$ cat src/rtl/seq_mult_hs.sv
// Sequential shift-add multiplier (signed/unsigned per op) with valid/ready handshakes.
// Optional macro SEQ_MULT_CYCLES_EN adds the RUN-cycle count output `cycles`.
module seq_mult_hs #(
  parameter int WIDTH = 8
) (
  input  logic               clk,
  input  logic               rst,
  input  logic               in_valid,
  output logic               in_ready,
  input  logic               signed_mode,
  input  logic [WIDTH-1:0]   multiplicand,
  input  logic [WIDTH-1:0]   multiplier,
  output logic               out_valid,
  input  logic               out_ready,
  output logic [2*WIDTH-1:0] product
`ifdef SEQ_MULT_CYCLES_EN
  ,
  output logic [$clog2(WIDTH+2)-1:0] cycles
`endif
);

  localparam logic [WIDTH-1:0]   ONE_W = {{(WIDTH-1){1'b0}}, 1'b1};
  localparam logic [2*WIDTH-1:0] ONE_P = {{(2*WIDTH-1){1'b0}}, 1'b1};

  typedef enum logic [1:0] {
    IDLE = 2'd0,
    RUN  = 2'd1,
    DONE = 2'd2
  } state_t;

  state_t             state_r;
  state_t             state_nxt_s;
  logic [2*WIDTH-1:0] a_r;
  logic [WIDTH-1:0]   b_r;
  logic [2*WIDTH-1:0] acc_r;
  logic               neg_r;
  logic [2*WIDTH-1:0] product_r;
`ifdef SEQ_MULT_CYCLES_EN
  localparam int CW = $clog2(WIDTH+2);
  localparam logic [CW-1:0] ONE_C = {{(CW-1){1'b0}}, 1'b1};
  logic [CW-1:0]      cnt_r;
  logic [CW-1:0]      cycles_r;
  assign cycles = cycles_r;
`endif

  // Unsigned magnitude; the most-negative value maps to 2^(WIDTH-1) correctly.
  function automatic logic [WIDTH-1:0] mag_f(input logic [WIDTH-1:0] x, input logic sm);
    logic [WIDTH-1:0] m;
    if (sm && x[WIDTH-1]) begin
      m = ~x + ONE_W;
    end else begin
      m = x;
    end
    return m;
  endfunction

  assign in_ready  = (state_r == IDLE);
  assign out_valid = (state_r == DONE);
  assign product   = product_r;

  // State register
  always_ff @(posedge clk or negedge rst) begin
    if (!rst) begin
      state_r <= IDLE;
    end else begin
      state_r <= state_nxt_s;
    end
  end

  // Next-state logic; any illegal encoding returns to IDLE
  always_comb begin
    state_nxt_s = state_r;
    case (state_r)
      IDLE: begin
        if (in_valid) begin
          state_nxt_s = RUN;
        end else begin
          state_nxt_s = IDLE;
        end
      end
      RUN: begin
        if (b_r == {WIDTH{1'b0}}) begin
          state_nxt_s = DONE;
        end else begin
          state_nxt_s = RUN;
        end
      end
      DONE: begin
        if (out_ready) begin
          state_nxt_s = IDLE;
        end else begin
          state_nxt_s = DONE;
        end
      end
      default: state_nxt_s = IDLE;
    endcase
  end

  // Operand capture, shift-add iteration and result load
  always_ff @(posedge clk or negedge rst) begin
    if (!rst) begin
      a_r       <= {(2*WIDTH){1'b0}};
      b_r       <= {WIDTH{1'b0}};
      acc_r     <= {(2*WIDTH){1'b0}};
      neg_r     <= 1'b0;
      product_r <= {(2*WIDTH){1'b0}};
`ifdef SEQ_MULT_CYCLES_EN
      cnt_r     <= {CW{1'b0}};
      cycles_r  <= {CW{1'b0}};
`endif
    end else begin
      case (state_r)
        IDLE: begin
          if (in_valid) begin
            a_r   <= {{WIDTH{1'b0}}, mag_f(multiplicand, signed_mode)};
            b_r   <= mag_f(multiplier, signed_mode);
            acc_r <= {(2*WIDTH){1'b0}};
            neg_r <= signed_mode & (multiplicand[WIDTH-1] ^ multiplier[WIDTH-1]);
`ifdef SEQ_MULT_CYCLES_EN
            cnt_r <= {CW{1'b0}};
`endif
          end
        end
        RUN: begin
          if (b_r != {WIDTH{1'b0}}) begin
            if (b_r[0]) begin
              acc_r <= acc_r + a_r;
            end
            a_r <= {a_r[2*WIDTH-2:0], 1'b0};
            b_r <= {1'b0, b_r[WIDTH-1:1]};
`ifdef SEQ_MULT_CYCLES_EN
            cnt_r <= cnt_r + ONE_C;
`endif
          end else begin
            product_r <= neg_r ? (~acc_r + ONE_P) : acc_r;
`ifdef SEQ_MULT_CYCLES_EN
            cycles_r  <= cnt_r + ONE_C;
`endif
          end
        end
        default: begin
        end
      endcase
    end
  end

endmodule
$ cat config.mk
export PLATFORM = sky130hd
export DESIGN_NAME = seq_mult_hs
export DESIGN_NICKNAME = d
export VERILOG_FILES = /design/src/rtl/seq_mult_hs.sv
export SDC_FILE = /design/constraint.sdc
export NUM_CORES = 1
export LEC_CHECK = 0
export CAP_MARGIN = 15
export CORE_AREA = 2 2 93 95
export CTS_BUF_LIST = sky130_fd_sc_hd__clkbuf_4 sky130_fd_sc_hd__clkbuf_8
export DETAILED_ROUTE_END_ITERATION = 7
export DIE_AREA = 0 0 95 97
export PLACE_DENSITY = 0.67
export SLEW_MARGIN = 20
export SYNTH_ARGS = -nofsm -noshare
export SYNTH_HDL_FRONTEND = slang
export SYNTH_SLANG_ARGS = --single-unit
$ cat constraint.sdc
create_clock -name clk -period 2 [get_ports clk]
set_clock_uncertainty 0.15 [all_clocks]
set_input_delay 0.2 -clock clk [delete_from_list [all_inputs] [get_ports clk]]
set_output_delay 0.2 -clock clk [all_outputs]
set_load 0.05 [all_outputs]
==> results.sh <==
export IMPL_insertedDiodeCount=0
export IMPL_drc=0
export IMPL_initial_core_util_pct=44.19
export IMPL_crit_type="reg2reg"
export IMPL_via_per_inst=5.236
export IMPL_ir_worst_vdd_uv=810.2
export IMPL_synth_area_um2=3595
export IMPL_cap_violations=0
export IMPL_layout_drive_gt1_share_pct=20.30
export IMPL_yosysSeqAreaShare_pct=41.07
export IMPL_fin_ws_ns=-0.1197
export IMPL_grt_pass1_wl_um=14610
export IMPL_r2r_end="acc_r[14]"
export IMPL_ant_nets=0
export IMPL_core_area_um2=8134
export IMPL_design_die_area_um2=9215
export IMPL_finalHoldViolCount=0
export IMPL_status="finished, violations left"
export IMPL_grtUsageTotal_pct=19.84
export IMPL_p_per_area_nw_per_um2=1556
export IMPL_yosys_register_bits=59
export IMPL_slew_viol_final=0
export IMPL_ys_async_sr_fraction_pct=100.0
export IMPL_cts_tree="built"
export IMPL_fin_area_um2=4830
export IMPL_grt_max_degree=60
export IMPL_ff2ff_setup_slack_ns=-0.12
export IMPL_clock_root_buffer="clkbuf_8"
export IMPL_worstMarginPinSlew_ns=0.5714
export IMPL_filler_cell_count=730
export IMPL_totalWireLength_um=8381
export IMPL_critPathMaxFanout=4
export IMPL_slew_headroom_pct=61.81
export IMPL_route_detailed_wl_per_inst_um=13.26
export IMPL_die_w_um=95
export IMPL_yosys_warnings=0
export IMPL_firstDrtPassIters=4
export IMPL_cts_buffers=9
export IMPL_rsz0062_at_grt="yes"
export IMPL_worstSetupStartpointType="register"
export IMPL_die_y_um=97
export IMPL_grt_use_met2_pct=33.77
export IMPL_first_global_vias=3205
export IMPL_htreeDepth=3
export IMPL_hold_path_class="in2async"
export IMPL_use_met1_pct=24.79
export IMPL_timing_rr_start="acc_r[0]"
export IMPL_rows=33
export IMPL_max_freq_mhz=471.8
export IMPL_dominantRegCellSynth="dfrtp_1"
export IMPL_reg2reg_depth=9
export IMPL_dpl_instance_area_um2=4513
export IMPL_insertion_delay_ns=0.33
export IMPL_fin_crit_sh_pct=106.0
export IMPL_failed_checks="setup timing"
export IMPL_ios=39
export IMPL_vias=3309
export IMPL_grt_busiest_layer="met2"
export IMPL_io_buffers=38
export IMPL_syn_nets=470
export IMPL_cp_data_required_time_ns=2.05
export IMPL_utilization_pct=59.38
export IMPL_finalCriticalPeriod_ns=2.120
export IMPL_nets=565
export IMPL_cp_arrival_ns=2.17
export IMPL_syn_inst=430
export IMPL_yosysUniqueCellTypes=49
export IMPL_clock_sinks=59
export IMPL_hpwl_um=6307
export IMPL_setup_viol=9
export IMPL_p_leak_nw=2.143
export IMPL_endpoint_kind="register"
export IMPL_area_growth_synth_to_final_pct=34.35
export IMPL_cts_clk_slew_worst_paths_ns=0.06
export IMPL_grt_util_met3_pct=3.193
export IMPL_antenna_found_initial=0
export IMPL_place_congestion=0.7978
export IMPL_drtIter0Drc=118
export IMPL_avgSynthCellArea_um2=8.360
export IMPL_overflow=0
export IMPL_clockBufferDepth=2
export IMPL_synth_edf_count=0
==> layout make-up <==
cell class                      instances  area [um2]  share of cell area (%)
Tap cell                              105       131.4                   2.720
Sequential cell                        59        1480                   30.65
Multi-Input combinational cell        342        2150                   44.51
Clock buffer                           13       160.2                   3.316
Timing Repair Buffer                   99       855.8                   17.72
Inverter                               14       52.55                   1.088
==> worst max-delay path, cell delays in order (launching register included) <==
cell	delay [ns]
dfrtp_1	0.36
ha_2	0.20
inv_2	0.04
fa_2	0.34
nor2b_2	0.14
o31a_1	0.23
o2111ai_2	0.14
a31oi_1	0.18
xnor2_1	0.14
o21ai_1	0.07
==> synth_stat cells (2+ instances only) <==
master    count  share of area [%]
a211oi_1      2               0.42
a21boi_0      2               0.42
a21o_1        3               0.63
a21oi_1      34                4.7
a22o_1        2               0.49
a31oi_1       5               0.87
and3_1        2               0.35
buf_2         3               0.42
clkbuf_1     11                1.1
dfrtp_1      59                 41
ha_1         18                6.3
inv_1        13                1.4
nand2_1      87                9.1
nand2b_1      3               0.52
nand3_1      15                2.1
nor2_1       27                2.8
nor2b_1       4               0.70
nor3_1        5               0.70
o21a_1        2               0.42
o21ai_0      30                4.2
o21ai_1      33                4.6
o21bai_1      3               0.63
o31ai_1       4               0.84
o41ai_1       2               0.49
or3_1         6                1.0
or4_1         2               0.42
xnor2_1      19                4.6
xor2_1       13                3.2
==> routing by layer <==
layer | part of all wire [%] | wire length (um) | up-vias
met5 | 0 | 0 | -
met4 | 2.2 | 186 | 0
met2 | 49 | 4094 | 83
met1 | 45 | 3769 | 1519
met3 | 3.9 | 330 | 17
li1 | - | - | 1690
==> through the flow <==
stage | setup WS, ns | instances | setup TNS (ns) | hold slack, ns | total power, mW
after global placement | -0.1266 | 613 | -0.4785 | 0.07824 | 6.250
after detailed placement | -0.1670 | 613 | -0.9812 | 0.08346 | 6.372
after global routing | -0.2895 | 632 | -2.059 | 0.2889 | 8.145
after floorplan | -0.05033 | 430 | -0.1169 | -0.2456 | 4.786
after CTS | -0.1215 | 631 | -0.7639 | 0.2595 | 7.474
final | -0.1197 | 632 | -0.6586 | 0.2318 | 7.517
==> worst max-delay path by stage <==
stage,from,end,slack [ns],cells past startpoint
floorplan,acc_r[0],acc_r[14],-0.05,9
global placement,a_r[1],acc_r[13],-0.13,7
detailed placement,acc_r[1],acc_r[13],-0.17,7
CTS,acc_r[0],acc_r[14],-0.12,9
global route,a_r[0],acc_r[8],-0.29,9
finish,acc_r[0],acc_r[14],-0.12,9
==> registers in the layout, summed over array words and instances (netlist names) <==
register  count
a_r          16
acc_r        16
product      16
b_r           8
state_r       2
neg_r         1
==> placed cells by master, fill, tap and decap left out, types with 2 or more instances in the layout <==
master and count:
ha_4 5, o21a_1 2, nand3_1 14, a31oi_1 4, buf_4 60, o31ai_4 2
dfrtp_2 3, o31ai_1 4, or3_1 6, a21boi_1 2, a21oi_2 3, nor3_1 5
o21ai_0 25, inv_2 2, o41ai_1 2, nand2_1 87, clkbuf_8 10, ha_1 11
ha_2 2, clkbuf_4 3, and3_1 2, nor2b_2 2, a21oi_1 31, nor2_1 24
o21bai_1 3, buf_12 2, clkdlybuf4s50_1 35, xor2_1 13, or4_1 2, inv_1 12
a21o_1 3, a22o_1 2, nor2_2 3, nand2b_1 3, xnor2_1 19, nor2b_1 2
dfrtp_1 56, o21ai_1 37
==> kinds of logic (layout without fill, tap and decap cells) <==
kind of cell / Yosys count / after routing / share of synthesized area, %
AND/OR/NAND/NOR: 159 / 159 / 19.53
AO/OA/AOI/OAI: 131 / 131 / 21.37
flip-flops: 59 / 59 / 41.07
XOR/XNOR: 32 / 32 / 7.797
buffers and inverters: 29 / 126 / 3.132
adder cells (fa/ha/maj): 19 / 19 / 6.822
multiplexers: 1 / 1 / 0.2785
==> report_power, final <==
group	switching [mW]	total, mW	leakage, nW	internal [mW]
combinational	2.55	4.55	1.29	2.00
clock	0.428	0.934	0.0857	0.505
sequential	0.379	2.04	0.772	1.66
total	3.36	7.52	2.14	4.16
==> timing repair <==
| action | 4_1_cts | 5_1_grt |
|---|---|---|
| setup buffers | 4 | 1 |
| pin swaps | 5 | 4 |
| setup endpoints to repair | 12 | 15 |
| hold buffers | 1 | 0 |
| gates resized for setup | 14 | 10 |
| gates cloned | 0 | 0 |
| endpoints found under the hold margin | 59 | 0 |
(Power assumes the default switching activity.)
